<file path="config.mk">
export PLATFORM = sky130hd
export DESIGN_NAME = tsu_q_drain
export DESIGN_NICKNAME = d
export VERILOG_FILES = /design/src/rtl/tsu_q_drain_pkg.sv /design/src/rtl/tsu_q_drain_bus.sv /design/src/rtl/tsu_q_drain.sv
export SDC_FILE = /design/constraint.sdc
export NUM_CORES = 1
export LEC_CHECK = 0
export ABC_AREA = 1
export CORE_MARGIN = 4
export CORE_UTILIZATION = 47
export DETAILED_ROUTE_END_ITERATION = 16
export PLACE_DENSITY = 0.89
export SLEW_MARGIN = 40
export SYNTH_ARGS = -nofsm -noshare
export SYNTH_HDL_FRONTEND = slang
export SYNTH_SLANG_ARGS = --single-unit
</file>
<file path="constraint.sdc">
create_clock -name clk -period 2.35 [get_ports clk]
set_clock_uncertainty 0.1 [all_clocks]
set_input_delay 0.3525 -clock clk [delete_from_list [all_inputs] [get_ports clk]]
set_output_delay 0.3525 -clock clk [all_outputs]
set_load 0.02 [all_outputs]
</file>
<file path="src/rtl/tsu_q_drain_pkg.sv">
// Shared definitions for the timestamp-queue drain sequencer: register map,
// request/ok bit positions, fixed wait length and FSM encodings.
// Build option: TSU_Q_DRAIN_TX_EN enables draining of the TX queue as well as RX.
package tsu_q_drain_pkg;

    localparam logic [7:0] ADDR_CTRL    = 8'h40;
    localparam logic [7:0] ADDR_RX_LVL  = 8'h44;
    localparam logic [7:0] ADDR_TX_LVL  = 8'h48;
    localparam logic [7:0] ADDR_RX_DATA = 8'h60;
    localparam logic [7:0] ADDR_TX_DATA = 8'h70;

    localparam int unsigned BIT_RX = 2;
    localparam int unsigned BIT_TX = 0;

    // Clocks held after raising a request so the old ok clears and the new ok sets.
    localparam logic [7:0] WAIT_LEN = 8'd6;
    // Idle clocks between successive ok polls.
    localparam logic [7:0] CHK_GAP  = 8'd2;

    typedef enum logic [3:0] {
        IDLE,
        STAT,
        GAP,
        REQ_CLR,
        REQ_SET,
        WAIT,
        CHK,
        DATA,
        OUT
    } state_t;

    // Sub-phase of a bus access inside STAT/CHK/DATA.
    typedef enum logic [1:0] {
        PH_STROBE,
        PH_SAMPLE,
        PH_PAUSE
    } phase_t;

    typedef enum logic {
        Q_RX = 1'b0,
        Q_TX = 1'b1
    } queue_t;

    function automatic logic [7:0] lvl_addr(input queue_t q);
        return (q == Q_TX) ? ADDR_TX_LVL : ADDR_RX_LVL;
    endfunction

    function automatic logic [7:0] data_base(input queue_t q);
        return (q == Q_TX) ? ADDR_TX_DATA : ADDR_RX_DATA;
    endfunction

    // Control word with only the queue's read-request bit set; reset bits stay 0.
    function automatic logic [31:0] req_word(input queue_t q);
        logic [31:0] w;
        w = '0;
        if (q == Q_TX) w[BIT_TX] = 1'b1;
        else           w[BIT_RX] = 1'b1;
        return w;
    endfunction

endpackage

</file>
<file path="src/rtl/tsu_q_drain_bus.sv">
// Bus-access engine: turns a one-cycle read/write command into a single-cycle
// strobe on the register bus and flags the read data one clock later.
module tsu_q_drain_bus
    import tsu_q_drain_pkg::*;
(
    input  logic        clk,
    input  logic        rst,
    input  logic        cmd_rd,
    input  logic        cmd_wr,
    input  logic [7:0]  cmd_addr,
    input  logic [31:0] cmd_wdata,
    output logic        bus_wr,
    output logic        bus_rd,
    output logic [7:0]  bus_addr,
    output logic [31:0] bus_wdata,
    input  logic [31:0] bus_rdata,
    output logic        rsp_valid,
    output logic [31:0] rsp_data
);

    logic pend_q;

    // Remember that a read was issued so its data is flagged on the next clock.
    always_ff @(posedge clk) begin
        if (rst) pend_q <= 1'b0;
        else     pend_q <= bus_rd;
    end

    // Drive the strobe; address and data are forced to zero when no access is made.
    always_comb begin
        bus_wr    = cmd_wr;
        bus_rd    = cmd_rd & ~cmd_wr;
        bus_addr  = (cmd_wr | cmd_rd) ? cmd_addr : '0;
        bus_wdata = cmd_wr ? cmd_wdata : '0;
    end

    assign rsp_valid = pend_q;
    assign rsp_data  = bus_rdata;

endmodule

</file>
<file path="src/rtl/tsu_q_drain.sv">
// Timestamp-queue drain sequencer: polls the RX (and optionally TX) queue fill
// levels, performs the request/ok handshake on register 0x40, reads the four
// data words and presents each 128-bit record on a valid/ready port.
// Build option: TSU_Q_DRAIN_TX_EN serves both queues round-robin; otherwise RX only.
module tsu_q_drain
    import tsu_q_drain_pkg::*;
#(
    parameter int unsigned POLL_GAP   = 16,
    parameter int unsigned OK_TIMEOUT = 64
) (
    input  logic         clk,
    input  logic         rst,
    input  logic         enable,
    output logic         bus_wr,
    output logic         bus_rd,
    output logic [7:0]   bus_addr,
    output logic [31:0]  bus_wdata,
    input  logic [31:0]  bus_rdata,
    output logic         ts_valid,
    input  logic         ts_ready,
    output logic [127:0] ts_data,
    output logic         ts_src,
    output logic         busy,
    output logic         err_timeout,
    input  logic         err_clr
);

    localparam logic [7:0] GAP_LAST  = 8'(POLL_GAP - 1);
    localparam logic [7:0] TRY_LIMIT = 8'(OK_TIMEOUT);

    state_t       state, state_nx;
    phase_t       ph, ph_nx;
    logic [1:0]   idx, idx_nx;
    logic [7:0]   cnt, cnt_nx;
    logic [7:0]   tries, tries_nx, tries_inc;
    queue_t       cur, cur_nx;
    logic [127:0] rec, rec_nx;
    logic         err, err_set;

    logic         cmd_rd, cmd_wr;
    logic [7:0]   cmd_addr;
    logic [31:0]  cmd_wdata;
    logic         rsp_valid;
    logic [31:0]  rsp_data;

    queue_t       qsel;
    logic         stat_last;
    logic         lvl_nz;
    logic         ok_bit;

`ifdef TSU_Q_DRAIN_TX_EN
    queue_t rr_ptr, rr_nx;
    assign qsel      = (idx[0] == 1'b0) ? rr_ptr : ((rr_ptr == Q_RX) ? Q_TX : Q_RX);
    assign stat_last = idx[0];
`else
    assign qsel      = Q_RX;
    assign stat_last = 1'b1;
`endif

    assign lvl_nz    = (rsp_data[7:0] != 8'd0);
    assign ok_bit    = (cur == Q_TX) ? rsp_data[BIT_TX] : rsp_data[BIT_RX];
    assign tries_inc = (tries == 8'hFF) ? tries : tries + 8'd1;

    tsu_q_drain_bus u_bus (
        .clk       (clk),
        .rst       (rst),
        .cmd_rd    (cmd_rd),
        .cmd_wr    (cmd_wr),
        .cmd_addr  (cmd_addr),
        .cmd_wdata (cmd_wdata),
        .bus_wr    (bus_wr),
        .bus_rd    (bus_rd),
        .bus_addr  (bus_addr),
        .bus_wdata (bus_wdata),
        .bus_rdata (bus_rdata),
        .rsp_valid (rsp_valid),
        .rsp_data  (rsp_data)
    );

    // State register and sequencing datapath.
    always_ff @(posedge clk) begin
        if (rst) begin
            state <= IDLE;
            ph    <= PH_STROBE;
            idx   <= '0;
            cnt   <= '0;
            tries <= '0;
            cur   <= Q_RX;
            rec   <= '0;
`ifdef TSU_Q_DRAIN_TX_EN
            rr_ptr <= Q_RX;
`endif
        end else begin
            state <= state_nx;
            ph    <= ph_nx;
            idx   <= idx_nx;
            cnt   <= cnt_nx;
            tries <= tries_nx;
            cur   <= cur_nx;
            rec   <= rec_nx;
`ifdef TSU_Q_DRAIN_TX_EN
            rr_ptr <= rr_nx;
`endif
        end
    end

    // Sticky timeout flag; a clear wins over a same-cycle set.
    always_ff @(posedge clk) begin
        if (rst)          err <= 1'b0;
        else if (err_clr) err <= 1'b0;
        else if (err_set) err <= 1'b1;
    end

    // Next-state and next-datapath decisions.
    always_comb begin
        state_nx = state;
        ph_nx    = ph;
        idx_nx   = idx;
        cnt_nx   = cnt;
        tries_nx = tries;
        cur_nx   = cur;
        rec_nx   = rec;
        err_set  = 1'b0;
`ifdef TSU_Q_DRAIN_TX_EN
        rr_nx    = rr_ptr;
`endif
        case (state)
            IDLE: begin
                if (enable) begin
                    state_nx = STAT;
                    ph_nx    = PH_STROBE;
                    idx_nx   = '0;
                end
            end
            STAT: begin
                if (ph == PH_STROBE) begin
                    ph_nx = PH_SAMPLE;
                end else if (rsp_valid) begin
                    if (lvl_nz) begin
                        cur_nx = qsel;
`ifdef TSU_Q_DRAIN_TX_EN
                        state_nx = REQ_CLR;
`else
                        // RX-only: the clearing write is issued in this sample cycle.
                        state_nx = REQ_SET;
`endif
                    end else if (stat_last) begin
                        state_nx = GAP;
                        cnt_nx   = '0;
                    end else begin
                        idx_nx = idx + 2'd1;
                        ph_nx  = PH_STROBE;
                    end
                end
            end
            GAP: begin
                if (cnt >= GAP_LAST) state_nx = IDLE;
                else                 cnt_nx   = cnt + 8'd1;
            end
            REQ_CLR: begin
                state_nx = REQ_SET;
            end
            REQ_SET: begin
                state_nx = WAIT;
                cnt_nx   = '0;
                tries_nx = '0;
            end
            WAIT: begin
                if (cnt == WAIT_LEN - 8'd1) begin
                    state_nx = CHK;
                    ph_nx    = PH_STROBE;
                end else begin
                    cnt_nx = cnt + 8'd1;
                end
            end
            CHK: begin
                case (ph)
                    PH_STROBE: ph_nx = PH_SAMPLE;
                    PH_SAMPLE: begin
                        if (rsp_valid) begin
                            if (ok_bit) begin
                                state_nx = DATA;
                                ph_nx    = PH_STROBE;
                                idx_nx   = '0;
                            end else if (tries_inc >= TRY_LIMIT) begin
                                err_set  = 1'b1;
                                state_nx = IDLE;
`ifdef TSU_Q_DRAIN_TX_EN
                                rr_nx    = (rr_ptr == Q_RX) ? Q_TX : Q_RX;
`endif
                            end else begin
                                tries_nx = tries_inc;
                                ph_nx    = PH_PAUSE;
                                cnt_nx   = '0;
                            end
                        end
                    end
                    default: begin
                        if (cnt == CHK_GAP - 8'd1) ph_nx  = PH_STROBE;
                        else                       cnt_nx = cnt + 8'd1;
                    end
                endcase
            end
            DATA: begin
                if (ph == PH_STROBE) begin
                    ph_nx = PH_SAMPLE;
                end else if (rsp_valid) begin
                    rec_nx = {rec[95:0], rsp_data};
                    if (idx == 2'd3) begin
                        state_nx = OUT;
                    end else begin
                        idx_nx = idx + 2'd1;
                        ph_nx  = PH_STROBE;
                    end
                end
            end
            OUT: begin
                if (ts_ready) begin
                    state_nx = IDLE;
`ifdef TSU_Q_DRAIN_TX_EN
                    rr_nx    = (rr_ptr == Q_RX) ? Q_TX : Q_RX;
`endif
                end
            end
            default: state_nx = IDLE;
        endcase
    end

    // Bus commands and streaming outputs decoded from the current state.
    always_comb begin
        cmd_rd    = 1'b0;
        cmd_wr    = 1'b0;
        cmd_addr  = '0;
        cmd_wdata = '0;
        case (state)
            STAT: begin
                if (ph == PH_STROBE) begin
                    cmd_rd   = 1'b1;
                    cmd_addr = lvl_addr(qsel);
                end
`ifndef TSU_Q_DRAIN_TX_EN
                else if (rsp_valid && lvl_nz) begin
                    cmd_wr   = 1'b1;
                    cmd_addr = ADDR_CTRL;
                end
`endif
            end
            REQ_CLR: begin
                cmd_wr   = 1'b1;
                cmd_addr = ADDR_CTRL;
            end
            REQ_SET: begin
                cmd_wr    = 1'b1;
                cmd_addr  = ADDR_CTRL;
                cmd_wdata = req_word(cur);
            end
            CHK: begin
                if (ph == PH_STROBE) begin
                    cmd_rd   = 1'b1;
                    cmd_addr = ADDR_CTRL;
                end
            end
            DATA: begin
                if (ph == PH_STROBE) begin
                    cmd_rd   = 1'b1;
                    cmd_addr = data_base(cur) + {4'd0, idx, 2'b00};
                end
            end
            default: ;
        endcase

        ts_valid    = (state == OUT);
        ts_data     = rec;
        busy        = (state != IDLE);
        err_timeout = err;
`ifdef TSU_Q_DRAIN_TX_EN
        ts_src      = (cur == Q_TX);
`else
        ts_src      = 1'b0;
`endif
    end

endmodule

</file>
Word-level counts from Yosys, hierarchy flattened
Cells that the tools add are included.
Cells by class
  bitwise logic cells: 4
  eq/ne operators: 42
  multiplexer cells: 69
  reductions and logical operators: 18
  add/sub/neg operators: 4
  order comparisons: 2
Operators by type and width (number)
  8-bit two-way mux: 16
  4-bit two-way mux: 13
  8-bit one-hot mux with 5 select lines: 1
  4-bit one-hot mux with 9 select lines: 1
  2-bit two-way mux: 16
  8-bit one-hot mux with 2 select lines: 2
  8-bit one-hot mux with 4 select lines: 1
  2-bit != test (second input constant): 15
  7-bit two-way mux: 3
  8-bit by 1-bit adder with 8-bit output (second input constant): 2
  4-bit by 3-bit equality test with 1-bit output (second input constant): 4
  3-bit != test (second input constant): 4
  12-bit AND reduction: 1
  11-bit AND reduction: 1
  2-bit by 1-bit != test with 1-bit output (second input constant): 5
  2-bit one-hot mux with 5 select lines: 1
  5-bit nonzero test: 2
  1-bit two-way mux: 9
  3-bit two-way mux: 3
  3-bit by 2-bit != test with 1-bit output (second input constant): 3
  9-bit AND reduction: 1
  7-bit by 4-bit adder with 8-bit output (first input constant): 1
  4-bit by 2-bit equality test with 1-bit output (second input constant): 2
  8-bit by 1-bit equality test with 1-bit output (second input constant): 1
  other kinds (29): 31
Word-level totals
  output and inout port bits: 174
  bits in registers: 154
  input port bits: 37
  word-level logic and storage cells: 147

Longest topological paths before layout
Gate-level depths: netlist (run 1).
  depth after elaboration: 8
  mapped depth: 13
  gate-level depth less buffers: 13

Hierarchy
A second synthesis (run 1) with hierarchy kept.
Second synthesis, totals
  cells, all modules: 1038
  area, all modules: 7128.1 um2
Modules (own cells, without submodules)
  tsu_q_drain: times used 1, area an instance 6492.5 um2, sequential area each 3062.9 um2, cells an instance 915
  tsu_q_drain_bus: times used 1, area an instance 635.6 um2, sequential area each 20.0 um2, cells an instance 123

Least setup slack after synthesis (run 1)
Ideal clock, no wire load.
  kind: register to output
  start point: register state[0]
  end point: output port bus_addr[6]
  arrival: 1.512 ns
  setup slack: 0.385 ns
  cell stages (with the launch flop): 7
  required time: 1.898 ns
  path buffers: 0
  path through: dfxtp_1 > inv_1 > nor2_1 > nand2_2 > a21oi_1 > inv_1 > nand4_1
Between the ends
  cells in the longest elaborated chain, start to end: 5
  elaborated cells on any way between the ends: 12
  those cells by class: eq/ne: 5; mux: 4; bitwise: 1; reduce/logical: 2
RTL lines
  start, declared: RTL line tsu_q_drain.sv:31  | state_t state, state_nx;
  start signal, assigned: RTL line tsu_q_drain.sv:94  | state <= state_nx;
  4-bit by 3-bit equality test with 1-bit output, or another cell as far along: RTL line tsu_q_drain.sv:235  | case (state)
  2-bit OR reduction (no line) or 3-bit OR reduction (tied branches)
  1-bit one-hot mux with 2 select lines or 1-bit two-way mux (tied branches)
  1-bit OR: RTL line tsu_q_drain_bus.sv:33  | bus_addr = (cmd_wr | cmd_rd) ? cmd_addr : '0;
  8-bit two-way mux *: RTL line tsu_q_drain_bus.sv:33
  end, declared: RTL line tsu_q_drain.sv:16  | output logic [7:0] bus_addr,
Mark *: on every way between the ends. The rest lies on a longest branch, timed or not.

Worst setup path after layout (run 1)
  start point: register state[2]
  end point: output port bus_addr[2]
The elaborated chain is that of the path after synthesis.

==> results of run 1 <==
## what timing repair did
item,4_1_cts,5_1_grt
setup buffers,0,0
pin swaps,0,0
setup endpoints to repair,9,7
gates resized for setup,11,8
## cell usage after synthesis (all sizes together) (3+ instances only)
master,instances
o211ai,3
inv,42
buf,58
nor3,8
nand4,16
nand2,96
clkbuf,29
nor2,315
nand3,38
o21ai,142
ha,4
a21oi,26
dfxtp,154
## per-layer routing
metal  vias to the layer above  global-route usage [%]
met1                      2992                    27.1
met2                       264                    37.2
met3                        30                    4.96
met5                         -                       0
met4                         0                    7.37
li1                       3288                       -
## power by group through the flow
| stage | Combinational [W] | Clock, W | Sequential [W] |
|---|---|---|---|
| floorplan | 0.00132 | 0 | 0.00286 |
| global placement | 0.00174 | 0 | 0.00289 |
| detailed placement | 0.00178 | 0 | 0.00289 |
| CTS | 0.00175 | 0.00264 | 0.00284 |
| global route | 0.00196 | 0.00276 | 0.00286 |
| finish | 0.00176 | 0.00259 | 0.00284 |
## worst max path at each step
stage	start	endpoint	slack, ns	cells past startpoint
floorplan	state[0]	bus_addr[6]	0.39	6
global placement	bus_rdata[2]	bus_addr[6]	-0.1	8
detailed placement	bus_rdata[2]	bus_addr[6]	-0.13	8
CTS	state[0]	bus_addr[6]	0.02	7
global route	state[0]	ts_valid	0.003	5
finish	state[2]	bus_addr[2]	0.12	5
## layout make-up
cell class,count,area [um^2]
Fill cell,1097,4910
Tap cell,180,225
Sequential cell,154,3090
Clock inverter,14,129
Timing Repair Buffer,193,1910
Multi-Input combinational cell,693,3140
Inverter,42,160
Clock buffer,18,439
## placed cells by master (no fill, tap or decap), types with 3 or more instances in the layout
master	n
nor2_2	5
nor2_4	6
buf_4	16
nor2_1	304
nand2_1	86
nand2_2	6
nand2_4	4
buf_12	3
o21ai_0	137
nand3_1	37
conb_1	36
ha_1	4
a21oi_1	26
inv_1	38
o211ai_1	3
clkinv_4	3
nand4_1	16
clkdlybuf4s50_1	165
inv_6	5
inv_2	3
dfxtp_1	152
clkbuf_16	17
nor3_1	6
dlygate4sd2_1	5
## cells by family after synthesis
family	Yosys count
other	1
buffers and inverters	129
AND/OR/NAND/NOR	475
adder cells (fa/ha/maj)	4
AO/OA/AOI/OAI	174
flip-flops	154
XOR/XNOR	4
## sequential cells by signal (all words and copies together) (netlist names)
name and count:
cnt 8, err_timeout 1, idx 2, ph 2, state 4, tries 8
ts_data 128, u_bus.rsp_valid 1
## worst reg2reg max path: stages, from the launching register on
cell and delay, ns:
dfxtp_1 0.34, ha_1 0.22, nand2_1 0.09, nor2_1 0.06, nand2_1 0.14, nand2_1 0.07
nor2_1 0.14, nand2_1 0.18, o21ai_4 0.35, nand3_1 0.12, nand2_1 0.08, nor2_1 0.04
## metrics by stage
| stage | total power (W) | utilization, % |
|---|---|---|
| after floorplan | 0.00418 | - |
| final | 0.00719 | 64.9 |
| after global placement | 0.00463 | 60.9 |
| after global routing | 0.00758 | 64.9 |
| after CTS | 0.00723 | 64.9 |
| after detailed placement | 0.00467 | 60.9 |
==> impl_metrics.csv, run 1 <==
group,metric,value,unit
outcome,status,"complete, no violations",
synth,yosys.area_share.adder,0.741,%
floorplan,die_w,128,um
drt,wl_met1,7610,um
synth,synthMuxAreaShare,0,%
worst_setup_path,crit_buf_inv,2,
timing,fin_ws,0.117,ns
floorplan,fp-row-count,43,
grt,grt_usage,21.8,%
worst_setup_path,crit_slowest_cell,"dfxtp_2",
synth,synthTopCellsByArea,"dfxtp_1 46%, nor2_1 17%, o21ai_0 10%",
clock_tree,cts_tree,"built",
drt,top_layer,"met4",
synth,netlist_area,6750,um^2
synth,async_reset_ff_share,0,%
power_and_ir_drop,swShare,33.7,%
place,place_ws,-0.127,ns
power_and_ir_drop,p_seq_share,39.5,%
place,placedCellCount,1262,
run,max_cap_viol_count,0,
worst_hold_path,min_path_cells,2,
place,gp_congestion,0.878,
worst_setup_path,crit_path_max_incr_delay,0.36,ns
place,placed_area,8520,um^2
clock_tree,cts_made_buffers,17,
clock_tree,cts-root-buf,"clkbuf_16",
drt,detail_route.drc_violations,0,
worst_hold_path,min_path_type,"register to register",
layout,area.growth.synth_to_final,34.5,%
timing,setup_viol,0,
drt,dr.pass1.iters,5,
worst_setup_path,criticalPathCategory,"register to output pin",
floorplan,die_height,128,um
clock_tree,cts-htree-levels,4,
place,portBuffers,174,
floorplan,coreArea,14000,um^2
power_and_ir_drop,clkPwrFrac,36.0,%
clock_tree,clock_sinks,154,
grt,antenna_found_initial,0,
worst_setup_path,crit_required,1.90,ns
floorplan,die_area,16400,um^2
synth,yosysWarnings,0,
grt,grt_max_degree,112,
synth,seq_area_frac_synth,45.6,%
drt,dr_wl_met2,9150,um
power_and_ir_drop,power_density,792,nW/um^2
synth,synth-compound-area-share,13.3,%
worst_hold_path,hold_end,"tries[7]",
clock_tree,ctsHoldBuffers,0,
clock_tree,clk_path_buf_depth,2,
synth,synth_top_cell_by_area,"dfxtp_1",
worst_setup_path,setup.worst_path.start_class,"register",
layout,fin_area,9080,um^2
synth,synth_cell_types,31,
synth,synth_top_family_by_area,"simple AND/OR/NAND/NOR gates",
drt,wirelength,18500,um
power_and_ir_drop,vdd_drop_max,0.546,mV
timing,relSlewSlack,65.2,%
worst_setup_path,r2r_slack,0.32,ns
drt,drtAntennaViolNets,0,
timing,fmax,0.448,GHz
timing,holdWs,0.362,ns
drt,routed_via_density,5.08,
power_and_ir_drop,p_leak,3.60,nW
layout,drive_above_1_share,7.81,%
timing,slew_violations,0,
worst_setup_path,cp_cell_sequence,"nor2_2 > nand2_2 > buf_4 > a21oi_1 > dlygate4sd2_1",
timing,tightest_slew,0.521,ns
worst_setup_path,reg2reg_depth,11,
floorplan,start_util,48.3,%
power_and_ir_drop,internal-power,0.00477,W
worst_hold_path,min_from,"tries[7]",
worst_setup_path,reg2reg_to,"tries[2]",
power_and_ir_drop,power.switching,0.00242,W
timing,setup_tns,0,ns
worst_setup_path,r2r_start,"tries[0]",
layout,antenna_cells,0,
grt,grt-ovfl-total,0,
timing,rsz0062_at_grt,"false",
synth,synth_top_area_share,45.6,%
layout,instances_no_fill,1294,
synth,synth_edf_count,0,
drt,route.vias.total,6574,
worst_setup_path,end_kind,"output pin",
synth,ys_ff_latch,154,
timing,fin_crit,2.23,ns
floorplan,ios,211,
drt,dr_wl_met3,1340,um
grt,grt_first_pass_wirelength,28800,um
synth,syn_area_per_cell,7.18,um^2
worst_setup_path,crit_fanout,5,
clock_tree,clk_latency,0.42,ns
worst_setup_path,cpLargestDelayFamily,"buffers and inverters",
worst_setup_path,crit_arrival,1.78,ns
power_and_ir_drop,comb_power_share,24.5,%
synth,synthCells,941,
timing,hold_viol_final,0,
grt,first_global_vias,5769,
synth,synth_xor_area_share,0.519,%
synth,synthFlopType,"dfxtp_1",
place,dp_hpwl,13100,um
timing,fin_crit_sh,95.0,%
layout,nNetsFinal,1142,
synth,yosys.area_share.simple,29.6,%
drt,first_iter_violations,566,
clock_tree,path_clk_slew,0.07,ns
drt,wl_per_cell,14.3,um
Note: power is estimated with default switching activity, not from simulation.
==> run 2, diff against run 1 <==
--- a/config.mk
+++ b/config.mk
@@ -8,6 +8,7 @@
 export ABC_AREA = 1
 export CORE_MARGIN = 4
 export CORE_UTILIZATION = 47
+export CTS_CLUSTER_DIAMETER = 200
 export DETAILED_ROUTE_END_ITERATION = 16
 export PLACE_DENSITY = 0.89
 export SLEW_MARGIN = 40
==> results of run 2 <==
The final DEF is identical to that of run 1; final timing and power are the same.
==> run 3, diff against run 2 <==
==> constraint.sdc (replaced) <==
create_clock -name clk -period 2.2 [get_ports clk]
set_clock_uncertainty 0.1 [all_clocks]
set_input_delay 0.33 -clock clk [delete_from_list [all_inputs] [get_ports clk]]
set_output_delay 0.33 -clock clk [all_outputs]
set_load 0.02 [all_outputs]
==> run 3 against run 2 <==
Effect of this change: sequential share of layout area fell by 0.49 points; flip-flop and latch count did not move; critical path depth unchanged; register-to-register slack lost 0.21 ns; core utilization grew 0.98 points; worst hold slack improved by 0.0036 ns; sequential power up 7.0%; cell area grew 1.5%; total power is 12% higher; wire length rose by 8.4%; die area is the same; critical endpoint is now bus_addr[5].
==> impl_metrics.csv, run 3 (same netlist as run 1, synthesis figures left out) <==
group,metric,value,unit
outcome,status,"complete, no violations",
worst_setup_path,setup.worst_path.start_class,"register",
worst_setup_path,reg2reg_to,"ts_data[108]",
power_and_ir_drop,power_density,871,nW/um^2
layout,instances_no_fill,1301,
drt,first_iter_violations,601,
worst_setup_path,crit_arrival,1.69,ns
floorplan,die_w,128,um
worst_setup_path,crit_path_max_incr_delay,0.46,ns
grt,met2_usage,41.0,%
layout,drive_above_1_share,8.83,%
drt,dr.pass1.iters,8,
clock_tree,path_clk_slew,0.07,ns
drt,routed_via_density,5.21,
drt,route.vias.total,6779,
clock_tree,cts_made_buffers,17,
timing,hold_viol_final,0,
layout,nNetsFinal,1149,
grt,grt_first_pass_wirelength,31400,um
worst_setup_path,reg2reg_depth,8,
timing,setup_viol,0,
layout,area.growth.synth_to_final,36.5,%
layout,seq_area,3090,um^2
grt,grt-ovfl-total,0,
worst_hold_path,hold_end,"tries[7]",
grt,first_global_vias,6195,
clock_tree,cts-root-buf,"clkbuf_16",
layout,final_common_cell,"nor2_1",
grt,groute.layer.met3.usage,4.88,%
worst_setup_path,end_kind,"output pin",
timing,fin_crit_sh,96.5,%
grt,grt_max_degree,70,
worst_hold_path,min_path_type,"register to register",
drt,detail_route.drc_violations,0,
layout,antenna_cells,0,
clock_tree,clock_sinks,154,
clock_tree,cts-htree-levels,4,
place,placedCellCount,1269,
timing,fmax,0.471,GHz
layout,layout_common_cells,"303 x nor2_1, 165 x clkdlybuf4s50_1, 151 x dfxtp_1, 136 x o21ai_0, 86 x nand2_1",
worst_setup_path,r2r_slack,0.11,ns
clock_tree,clk_latency,0.43,ns
clock_tree,cts_tree,"built",
timing,slew_violations,0,
place,placed_area,8620,um^2
drt,wl_per_cell,15.4,um
drt,drtAntennaViolNets,0,
floorplan,die_area,16400,um^2
layout,final_core_util,65.9,%
worst_setup_path,cp_cell_sequence,"nand2_4 > inv_1 > nand2_2 > nor2_1 > clkdlybuf4s15_1",
floorplan,ios,211,
floorplan,start_util,48.3,%
place,dp_hpwl,13700,um
grt,met1_usage,29.0,%
worst_hold_path,min_from,"tries[7]",
grt,antenna_found_initial,0,
run,max_cap_viol_count,0,
floorplan,coreArea,14000,um^2
layout,fillers,1105,
worst_setup_path,r2r_start,"u_bus.rsp_valid",
worst_setup_path,crit_buf_inv,2,
drt,wirelength,20100,um
worst_hold_path,min_path_cells,2,
layout,largest_register_ff_count,128,
place,gp_congestion,0.890,
power_and_ir_drop,vdd_drop_max,0.640,mV
worst_setup_path,cpLargestDelayFamily,"flip-flops",
floorplan,die_height,128,um
grt,grt_usage,23.8,%
worst_setup_path,criticalPathCategory,"register to output pin",
layout,multi_input_area,3140,um^2
worst_setup_path,crit_slowest_cell,"dfxtp_2",
layout,fin_area,9220,um^2
clock_tree,cts_setup_buffers,0,
clock_tree,clk_path_buf_depth,2,
grt,grt.busiest_layer,"met2",
timing,rsz0062_at_grt,"false",
worst_setup_path,crit_required,1.77,ns
place,portBuffers,174,
floorplan,fp-row-count,43,
worst_setup_path,crit_fanout,8,
power_and_ir_drop,p_leak,3.66,nW
timing,fin_crit,2.12,ns
## run 3: cell types whose count changed in the layout (fill, tap and decap cells not counted), sizes merged
cell,before,now
dlygate4sd2,5,2
dlygate4sd1,1,0
clkbuf,20,18
dlymetal6s2s,1,0
clkinv,5,3
buf,19,29
clkinvlp,2,0
inv,49,52
bufinv,0,2
clkdlybuf4s15,0,3
## run 3: how the worst max path moves through the flow
stage / from / end / slack (ns) / cells past startpoint
after global routing: state[1] / ts_valid / 0.005 / 4
after detailed placement: bus_rdata[2] / bus_addr[6] / -0.21 / 8
after floorplan: state[0] / bus_addr[6] / 0.26 / 6
after global placement: bus_rdata[2] / bus_addr[6] / -0.18 / 8
after CTS: state[2] / bus_addr[5] / 0.003 / 6
final: state[1] / bus_addr[5] / 0.08 / 5
## run 3: routing by layer
layer / wire (um) / vias up
li1: - / 3292
met1: 7920 / 3127
met2: 9950 / 310
met3: 1510 / 50
met4: 675 / 0
met5: 0 / -
## run 3: through the flow
step	power, W	hold slack, ns	setup WS (ns)	setup TNS, ns
after global placement	0.00499	0.344	-0.180	-0.356
after CTS	0.00805	0.364	0.00276	0
after floorplan	0.00446	0.330	0.258	0
final	0.00803	0.366	0.0776	0
after detailed placement	0.00504	0.353	-0.208	-0.574
after global routing	0.00842	0.387	0.00484	0
## run 3: power breakdown
group	switching, W	total (W)	internal [W]
combinational	0.00126	0.00197	0.000709
clock	0.00129	0.00302	0.00173
sequential	0.000135	0.00304	0.00291
## run 3: final cells by class
type                    instances  area share [%]
clock buffers                  17            4.62
clock inverters                15            1.94
inverters                      42            1.74
multi-input cells             693            34.1
flip-flops and latches        154            33.5
well taps                     180            2.44
repair buffers                200            21.7
## run 3: worst reg2reg max path, stage by stage, from the launching register on
cell and delay (ns):
dfxtp_1 0.35, inv_1 0.09, nor2_1 0.26, buf_4 0.19
nand2_4 0.16, buf_12 0.27, buf_12 0.18, o21ai_0 0.25
nor2_1 0.11
## run 3: timing repair
item,in CTS,in global routing
resized for setup,21,10
endpoints found under the setup margin,9,8
hold buffers,0,0
hold endpoints to repair,0,0
